==> config.mk <==
export PLATFORM = sky130hd
export DESIGN_NAME = pwm_gen
export DESIGN_NICKNAME = d
export VERILOG_FILES = /design/src/rtl/pwm_gen.sv
export SDC_FILE = /design/constraint.sdc
export NUM_CORES = 1
export LEC_CHECK = 0
export CAP_MARGIN = 5
export CORE_ASPECT_RATIO = 0.9
export CORE_MARGIN = 5
export CORE_UTILIZATION = 51
export DETAILED_ROUTE_END_ITERATION = 8
export GPL_TIMING_DRIVEN = 0
export PLACE_DENSITY = 0.9
export SYNTH_ARGS = -nofsm -noshare
export SYNTH_HDL_FRONTEND = slang
export SYNTH_SLANG_ARGS = --single-unit
==> constraint.sdc <==
create_clock -name clk -period 5.6 [get_ports clk]
set_input_delay 0.84 -clock clk [delete_from_list [all_inputs] [get_ports clk]]
set_output_delay 0.84 -clock clk [all_outputs]
set_load 0.1 [all_outputs]
==> src/rtl/pwm_gen.sv <==
// pwm_gen: double-buffered PWM driven by an upstream free-running count.
// Define PWM_PERIOD_CNT_EN to add the completed-period counter output.
module pwm_gen #(
  parameter int WIDTH = 4
`ifdef PWM_PERIOD_CNT_EN
  ,
  parameter int PCW = 8
`endif
) (
  input  logic             clk,
  input  logic             rstn,
  input  logic [WIDTH-1:0] cnt,
  input  logic             duty_valid,
  input  logic [WIDTH:0]   duty_data,
  output logic             duty_ready,
  output logic             pwm,
  output logic             wrap
`ifdef PWM_PERIOD_CNT_EN
  ,
  output logic [PCW-1:0]   period_cnt
`endif
);

  typedef enum logic {
    SYNC = 1'b0,
    RUN  = 1'b1
  } state_t;

  localparam logic [WIDTH:0] MAXD = {1'b1, {WIDTH{1'b0}}};

  state_t           state;
  state_t           state_next;
  logic [WIDTH-1:0] cnt_q;
  logic [WIDTH:0]   active;
  logic [WIDTH:0]   pending;
  logic             pend_v;
  logic             start;
  logic             accept;
  logic [WIDTH:0]   clamped;
  logic [WIDTH:0]   eff;
  logic             pwm_d;

  always_comb begin
    state_next = state;
    start      = 1'b0;
    unique case (state)
      SYNC: begin
        if (cnt == '0) begin
          start      = 1'b1;
          state_next = RUN;
        end
      end
      RUN: begin
        // a count parked at zero must not retrigger
        start = (cnt == '0) && (cnt_q != '0);
      end
    endcase
  end

  always_comb begin
    accept  = duty_valid && !pend_v;
    clamped = (duty_data > MAXD) ? MAXD : duty_data;
    eff     = (start && pend_v) ? pending : active;
    pwm_d   = (state_next == RUN) && ({1'b0, cnt} < eff);
  end

  assign duty_ready = !pend_v;

  always_ff @(posedge clk or negedge rstn) begin
    if (!rstn) begin
      state <= SYNC;
      cnt_q <= '0;
      pwm   <= 1'b0;
      wrap  <= 1'b0;
    end else begin
      state <= state_next;
      cnt_q <= cnt;
      pwm   <= pwm_d;
      wrap  <= start;
    end
  end

  always_ff @(posedge clk or negedge rstn) begin
    if (!rstn) begin
      active  <= '0;
      pending <= '0;
      pend_v  <= 1'b0;
    end else begin
      if (start && pend_v) begin
        active <= pending;
      end
      // accept only happens with pend_v clear, so it wins over the consume
      if (accept) begin
        pending <= clamped;
        pend_v  <= 1'b1;
      end else if (start) begin
        pend_v  <= 1'b0;
      end
    end
  end

`ifdef PWM_PERIOD_CNT_EN
  always_ff @(posedge clk or negedge rstn) begin
    if (!rstn) begin
      period_cnt <= '0;
    end else if (start && state == RUN) begin
      period_cnt <= period_cnt + 1'b1;
    end
  end
`endif

endmodule

==> metrics.sh <==
POSTSYNTHREGISTERBITS=18
WORST-SLEW-PIN-TRANSITION_NS=0.961
WORST_SETUP_PATH_START_KIND='input pin'
GRT_PASS1_WL_UM=2090
INSERTION_DELAY_OF_THE_LATER_CLOCKED_PIN_IN_THE_WORST_SKEW_PAIR_NS=0.28
DPL_WORST_SLACK_NS=2.00
STATUS='completed'
PLACE.DETAILED.HPWL_UM=988
POWER.STATIC_LEAKAGE_nW=0.445
CRIT_TYPE='input pin to flop'
SYNTH-SEQ-AREA-SHARE_PCT=60.3
FINAL_COMMON_CELL='sky130_fd_sc_hd__dfrtp_1'
WORST-R2R-SETUP-SLACK_NS=3.19
YOSYSTOPAREACELLSHARE_PCT=60.3
CLOCK-ROOT-BUFFER='sky130_fd_sc_hd__clkbuf_4'
DRTANTENNAVIOLNETS=0
ROUTED_VIA_DENSITY=5.43
POST_ROUTE_CELLS_DRIVE_ABOVE_1_SHARE_PCT=10.5
CTS_INSERTED_BUFFERS=3
GRT_ANTENNA_BEFORE_REPAIR=0
FLOORPLAN.INITIALDENSITY_PCT=52.8
CTS.SINK_COUNT=18
CTS_SETUP_BUFFERS=0
HOLD_CLASS='flop to flop'
DIE_WIDTH_UM=50.3
NUMBER_OF_INSERTED_DIODES=0
CHIPHEIGHT_UM=46.3
DRC=0
SYNTHESIS.AREA_PER_INSTANCE_UM2=12.7
WIRELENGTH_MET1_UM=538
WORSTSETUPENDPOINTTYPE='flop'
ROW_COUNT=13
CLK_TRANSITION_REPORTED_PATHS_NS=0.09
DRTITER0DRC=2
MAX-CLOCK-PATH-BUFFERS=2
MAX_FCLK_MHz=303
MAX-SLEW-MARGIN-REL_PCT=35.7
TOP_LEVEL_PORTS=15
FINAL-SETUP-VIOL-COUNT=0
CRIT_SLOWEST_CELL='sky130_fd_sc_hd__or4_4'
CRITICAL_PATH.CELL_CHAIN='clkdlybuf4s50_1 -> or4_4 -> a211o_1 -> buf_6 -> mux2i_1 -> ha_1 -> o21a_1 -> o21ai_0 -> a211o_1 -> a32o_1'
DETAIL_ROUTE.WL_PER_CELL_UM=13.2
TIMING.FINAL.HOLD_VIOLATIONS=0
TOP_METAL_LAYER_CARRYING_ROUTED_SIGNALS='met3'
GPL.FINAL_WEIGHTED_CONGESTION=0.753
CTS_RESIZED=0
REQUIRED_NS=5.77
REGTOREGSTARTPOINT='cnt_q[1]'
FINAL_NETS=93
TRACK_USAGE_PCT=12.1
TIMING.SETUP.TNS_NS=0
CPMOSTUSEDCELL='sky130_fd_sc_hd__a211o_1'
CELL_AREA_AFTER_SYNTHESIS_UM2=747
FINALWORSTSETUPSLACK_NS=2.30
MIN_TO='pending[3]'
SYN_INST=59
ROUTED-WL-MET2_UM=569
POWER.DENSITY_mW_PER_MM2=352
FINAL.SETUP_SKEW_NS=0.00151
FIN_CRIT_NS=3.30
CRIT-REG2REG-CAPTURE='pwm'
MIN_PERIOD_OVER_PERIOD_PCT=58.8
GR_OVERFLOW_TOTAL=0
DIE_AREA_MM2=0.00233
LAYOUT-AREA-OVERHEAD-VS-SYNTH_PCT=24.3
WL_MET3_UM=91
LAYOUT.FILLER_CELLS=116
FINALCOREUTILIZATION_PCT=65.6
YOSYSUNIQUECELLTYPES=20
SYNTH.TOP_CELLS.BY_AREA='sky130_fd_sc_hd__dfrtp_1 (60%), sky130_fd_sc_hd__ha_1 (5.0%), sky130_fd_sc_hd__mux2i_1 (4.0%)'
LAYOUT.CELLS.MOST_COMMON_LIST='sky130_fd_sc_hd__dfrtp_1 (18), sky130_fd_sc_hd__clkdlybuf4s50_1 (14), sky130_fd_sc_hd__inv_1 (5), sky130_fd_sc_hd__o21ai_0 (5), sky130_fd_sc_hd__nand2_1 (5)'
CTS_HOLD_BUFFERS=0
CTS_HTREE_LEVELS=1
POST-SYNTH-TOP-AREA-CELL='sky130_fd_sc_hd__dfrtp_1'
TIMING.CRITICAL_PATH.FANOUT_MAX=7
POWER_uW=327
HOLD_PATH_STARTPOINT='pending[3]'
ROUTED_WL_UM=1200
PLACEDCELLCOUNT=88
CTS_TREE='yes'
PINS_OVER_THEIR_SLEW_LIMIT=0
CP_SLOWEST_STAGE_DELAY_NS=0.56
YOSYSWARNINGS=0
CRITICAL_PATH_ARRIVAL_NS=3.47
TIMING.HOLD.WORST_PATH_DEPTH=2
FIRST_GLOBAL_VIAS=532
PIN_COUNT_OF_THE_BIGGEST_NET_ENTERING_GLOBAL_ROUTING=19
NUMBER_OF_CELL_INSTANCES_ON_THE_WORST_REGISTER_TO_REGISTER_PATH=9
MAXCAPVIOLATIONS=0
VIAS=494
DETAIL_ROUTE.FIRST_PASS.ITERATIONS=4
PLACE.PORT_BUFFERS=14
MAX-VDD-IR-DROP_uV=150
CORE_REGION_AREA_MM2=0.00142
GRT_SETUP_UNREPAIRED='no'
FINALNONFILLERCELLS=91
SYNTHESIS.NETS=74
[through the flow]
stage | instance area (µm²) | hold slack, ns
after floorplan | 747 | 0.449
after global placement | 906 | 0.469
after detailed placement | 906 | 0.481
after CTS | 928 | 0.502
after global routing | 928 | 0.521
final | 928 | 0.493
[cell type report]
class	instances	area [µm²]	area share, %
inverters	5	18.8	2.02
repair buffers	14	140	15.1
plain buffers	1	11.3	1.21
multi-input cells	35	267	28.7
flip-flops and latches	18	450	48.5
clock buffers	3	22.5	2.43
well taps	15	18.8	2.02
[synthesized netlist by cell type]
cell / number
sky130_fd_sc_hd__dfrtp_1: 18
sky130_fd_sc_hd__inv_1: 5
sky130_fd_sc_hd__nand2_1: 5
sky130_fd_sc_hd__o21ai_0: 5
sky130_fd_sc_hd__nand2b_1: 4
sky130_fd_sc_hd__ha_1: 3
sky130_fd_sc_hd__mux2i_1: 3
sky130_fd_sc_hd__a211o_1: 2
sky130_fd_sc_hd__mux2_2: 2
sky130_fd_sc_hd__o21a_1: 2
sky130_fd_sc_hd__a211oi_1: 1
sky130_fd_sc_hd__a21oi_1: 1
sky130_fd_sc_hd__a221o_1: 1
sky130_fd_sc_hd__a32o_1: 1
sky130_fd_sc_hd__buf_6: 1
sky130_fd_sc_hd__mux2_4: 1
sky130_fd_sc_hd__nor2_1: 1
sky130_fd_sc_hd__nor2b_1: 1
sky130_fd_sc_hd__nor4_1: 1
sky130_fd_sc_hd__or4_4: 1
[worst max path at each step]
stage                      start  endpoint  slack [ns]  depth (start not counted)
after floorplan           cnt[0]       pwm        2.61                          9
after global routing      cnt[0]       pwm        2.22                         10
after global placement    cnt[0]       pwm        2.05                         10
after detailed placement  cnt[0]       pwm        2.00                         10
final                     cnt[0]       pwm        2.30                         10
after CTS                 cnt[0]       pwm        2.29                         10
[where the power goes]
group | internal, mW | switching [mW] | total (mW) | leakage, nW
logic | 0.0406 | 0.0597 | 0.100 | 0.211
registers | 0.156 | 0.0108 | 0.167 | 0.220
clock network | 0.0249 | 0.0348 | 0.0597 | 0.0138
[worst max-delay path: cells and delay by family]
family,cells,cell delay [ns]
simple gates,1,0.56
buf+inv,2,0.59
compound gates,5,1.03
mux,1,0.14
fa+ha+maj,1,0.30
[registers in the layout (all words and copies together) (netlist names)]
name	cells
pwm	1
cnt_q	4
wrap	1
active	5
pending	5
pend_v	1
state	1
[layer usage]
layer  GRT usage [%]  vias up
li1                -      240
met3            3.88        0
met2            21.1       12
met4            7.65        0
met5               0        -
met1            12.9      242
[cell families (layout without fill, tap and decap cells)]
logic type               Yosys count  after routing  share of synthesized area (%)
AO/OA/AOI/OAI                     13             13                           12.1
buffers and inverters              6             23                           4.02
adder cells (fa/ha/maj)            3              3                           5.03
multiplexers                       6              6                           9.04
AND/OR/NAND/NOR                   13             13                           9.55
flip-flops                        18             18                           60.3
No activity file was read; power rests on OpenSTA's default activity.
==> RTL edit, RTL diff (config.mk and constraints unchanged) <==
Build with the macro `PWM_PERIOD_CNT_EN` defined.
--- a/src/rtl/pwm_gen.sv
+++ b/src/rtl/pwm_gen.sv
@@ -1,5 +1,7 @@
 // pwm_gen: double-buffered PWM driven by an upstream free-running count.
 // Define PWM_PERIOD_CNT_EN to add the completed-period counter output.
+`define PWM_PERIOD_CNT_EN
+
 module pwm_gen #(
   parameter int WIDTH = 4
 `ifdef PWM_PERIOD_CNT_EN
Behaviour (old outputs only; new: period_cnt): unchanged (Yosys induction, for registers that start in step).
==> RTL edit against the original RTL <==
Sequential cell count up 8; count of clock-buffer cells in the layout up 1; largest cell class unchanged; largest power group unchanged; critical path type unchanged; worst setup slack worse by 210 ps; final area up 54%; highest routed layer is now met4; sequential share of layout area down 2.9 points; synthesized area up 52%; via count up 58%; routed wire length up 63%; global-route usage up 1.9 points; total power up 68%; final cell count up 62%; worst hold slack worse by 12 ps.
==> RTL edit: results (changes against the original RTL) <==
Non-clock buffer share 16.2% (-0.065 points); Logic inverters 6 (+1); Iter 0 DRT Violations 4 (+2); outcome completed; share of cells above drive strength 1 10.0% (-0.53 points); Clock Skews 2.95 ps (+1.44 ps); latest clock arrival within the worst-skew pair 320 ps (+40 ps); count of multi-input gates 61 (+74%); WL met1 730 um (+36%); number of fill cells 171 (+47%); Non-clk bufs 23 (+8); multi-input logic area 450 um^2 (+69%); worst reg2reg path depth 7 (-2); final WL 1950 um (+63%); Setup crit start cnt[1]; Synth cell types 26 (+30%); met1 usage 14.4% (+1.5 points); seq pwr 247 uW (+48%); nets@finish 137 (+47%); Max transition margin 26.4% (-9.3 points); post-synthesis sequential area ratio 57.3% (-3.0 points); sequential cell area share 45.7% (-2.9 points); vias in the first global route 799 (+50%); clock network share of area 2.55% (+0.12 points); Routability Congestion 0.726 (-3.6%); startpoint of the worst hold path period_cnt[7]$_DFFE_PN0P_; met3 GRT Util 2.83% (-1.1 points); first-pass GRT wire length 3370 um (+61%); highest routed layer met4; internal power 323 uW (+46%); met2 usage 27.0% (+5.9 points); DPL Wire Length 1570 um (+58%); final hold slack 481 ps (-12.4 ps); vias per inst 5.32 (-2.0%); worst hold stages 1 (-1); port buffer count 22 (+8); Comb power 209 uW (+110%); gr usage total 14.0% (+1.9 points); # clk buffers 4 (+1); largest net degree at the start of global routing 27 (+8); register-to-register setup slack 3010 ps (-180 ps); DR WL met3 109 um (+20%); VDD IR-drop max 0.422 mV (+180%); WP data arrival 3750 ps (+280 ps)
-- RTL edit: cell types whose count changed after synthesis, moves of 3 or more --
cell / before / now
o211ai_1: 0 / 4
nor2_1: 1 / 4
xnor2_1: 0 / 3
xor2_1: 0 / 4
dfrtp_1: 18 / 26
nand2_1: 5 / 11
-- RTL edit: cell families after synthesis --
group | count (synthesis) | synth area share, %
adders and majority gates | 4 | 4.41
AOI/OAI and AO/OA | 13 | 8.27
and+or+nand+nor | 31 | 16.1
DFF | 26 | 57.3
buffers and inverters | 7 | 2.98
muxes | 6 | 5.51
xor gates and xnor gates | 7 | 5.40
-- RTL edit: metrics by stage --
step | cell area [um^2] | cells | setup WS (ps)
final | 1430 | 147 | 2090
after global routing | 1430 | 147 | 1940
after CTS | 1430 | 147 | 2050
after detailed placement | 1390 | 143 | 1710
after global placement | 1390 | 143 | 1800
after floorplan | 1130 | 94 | 2580
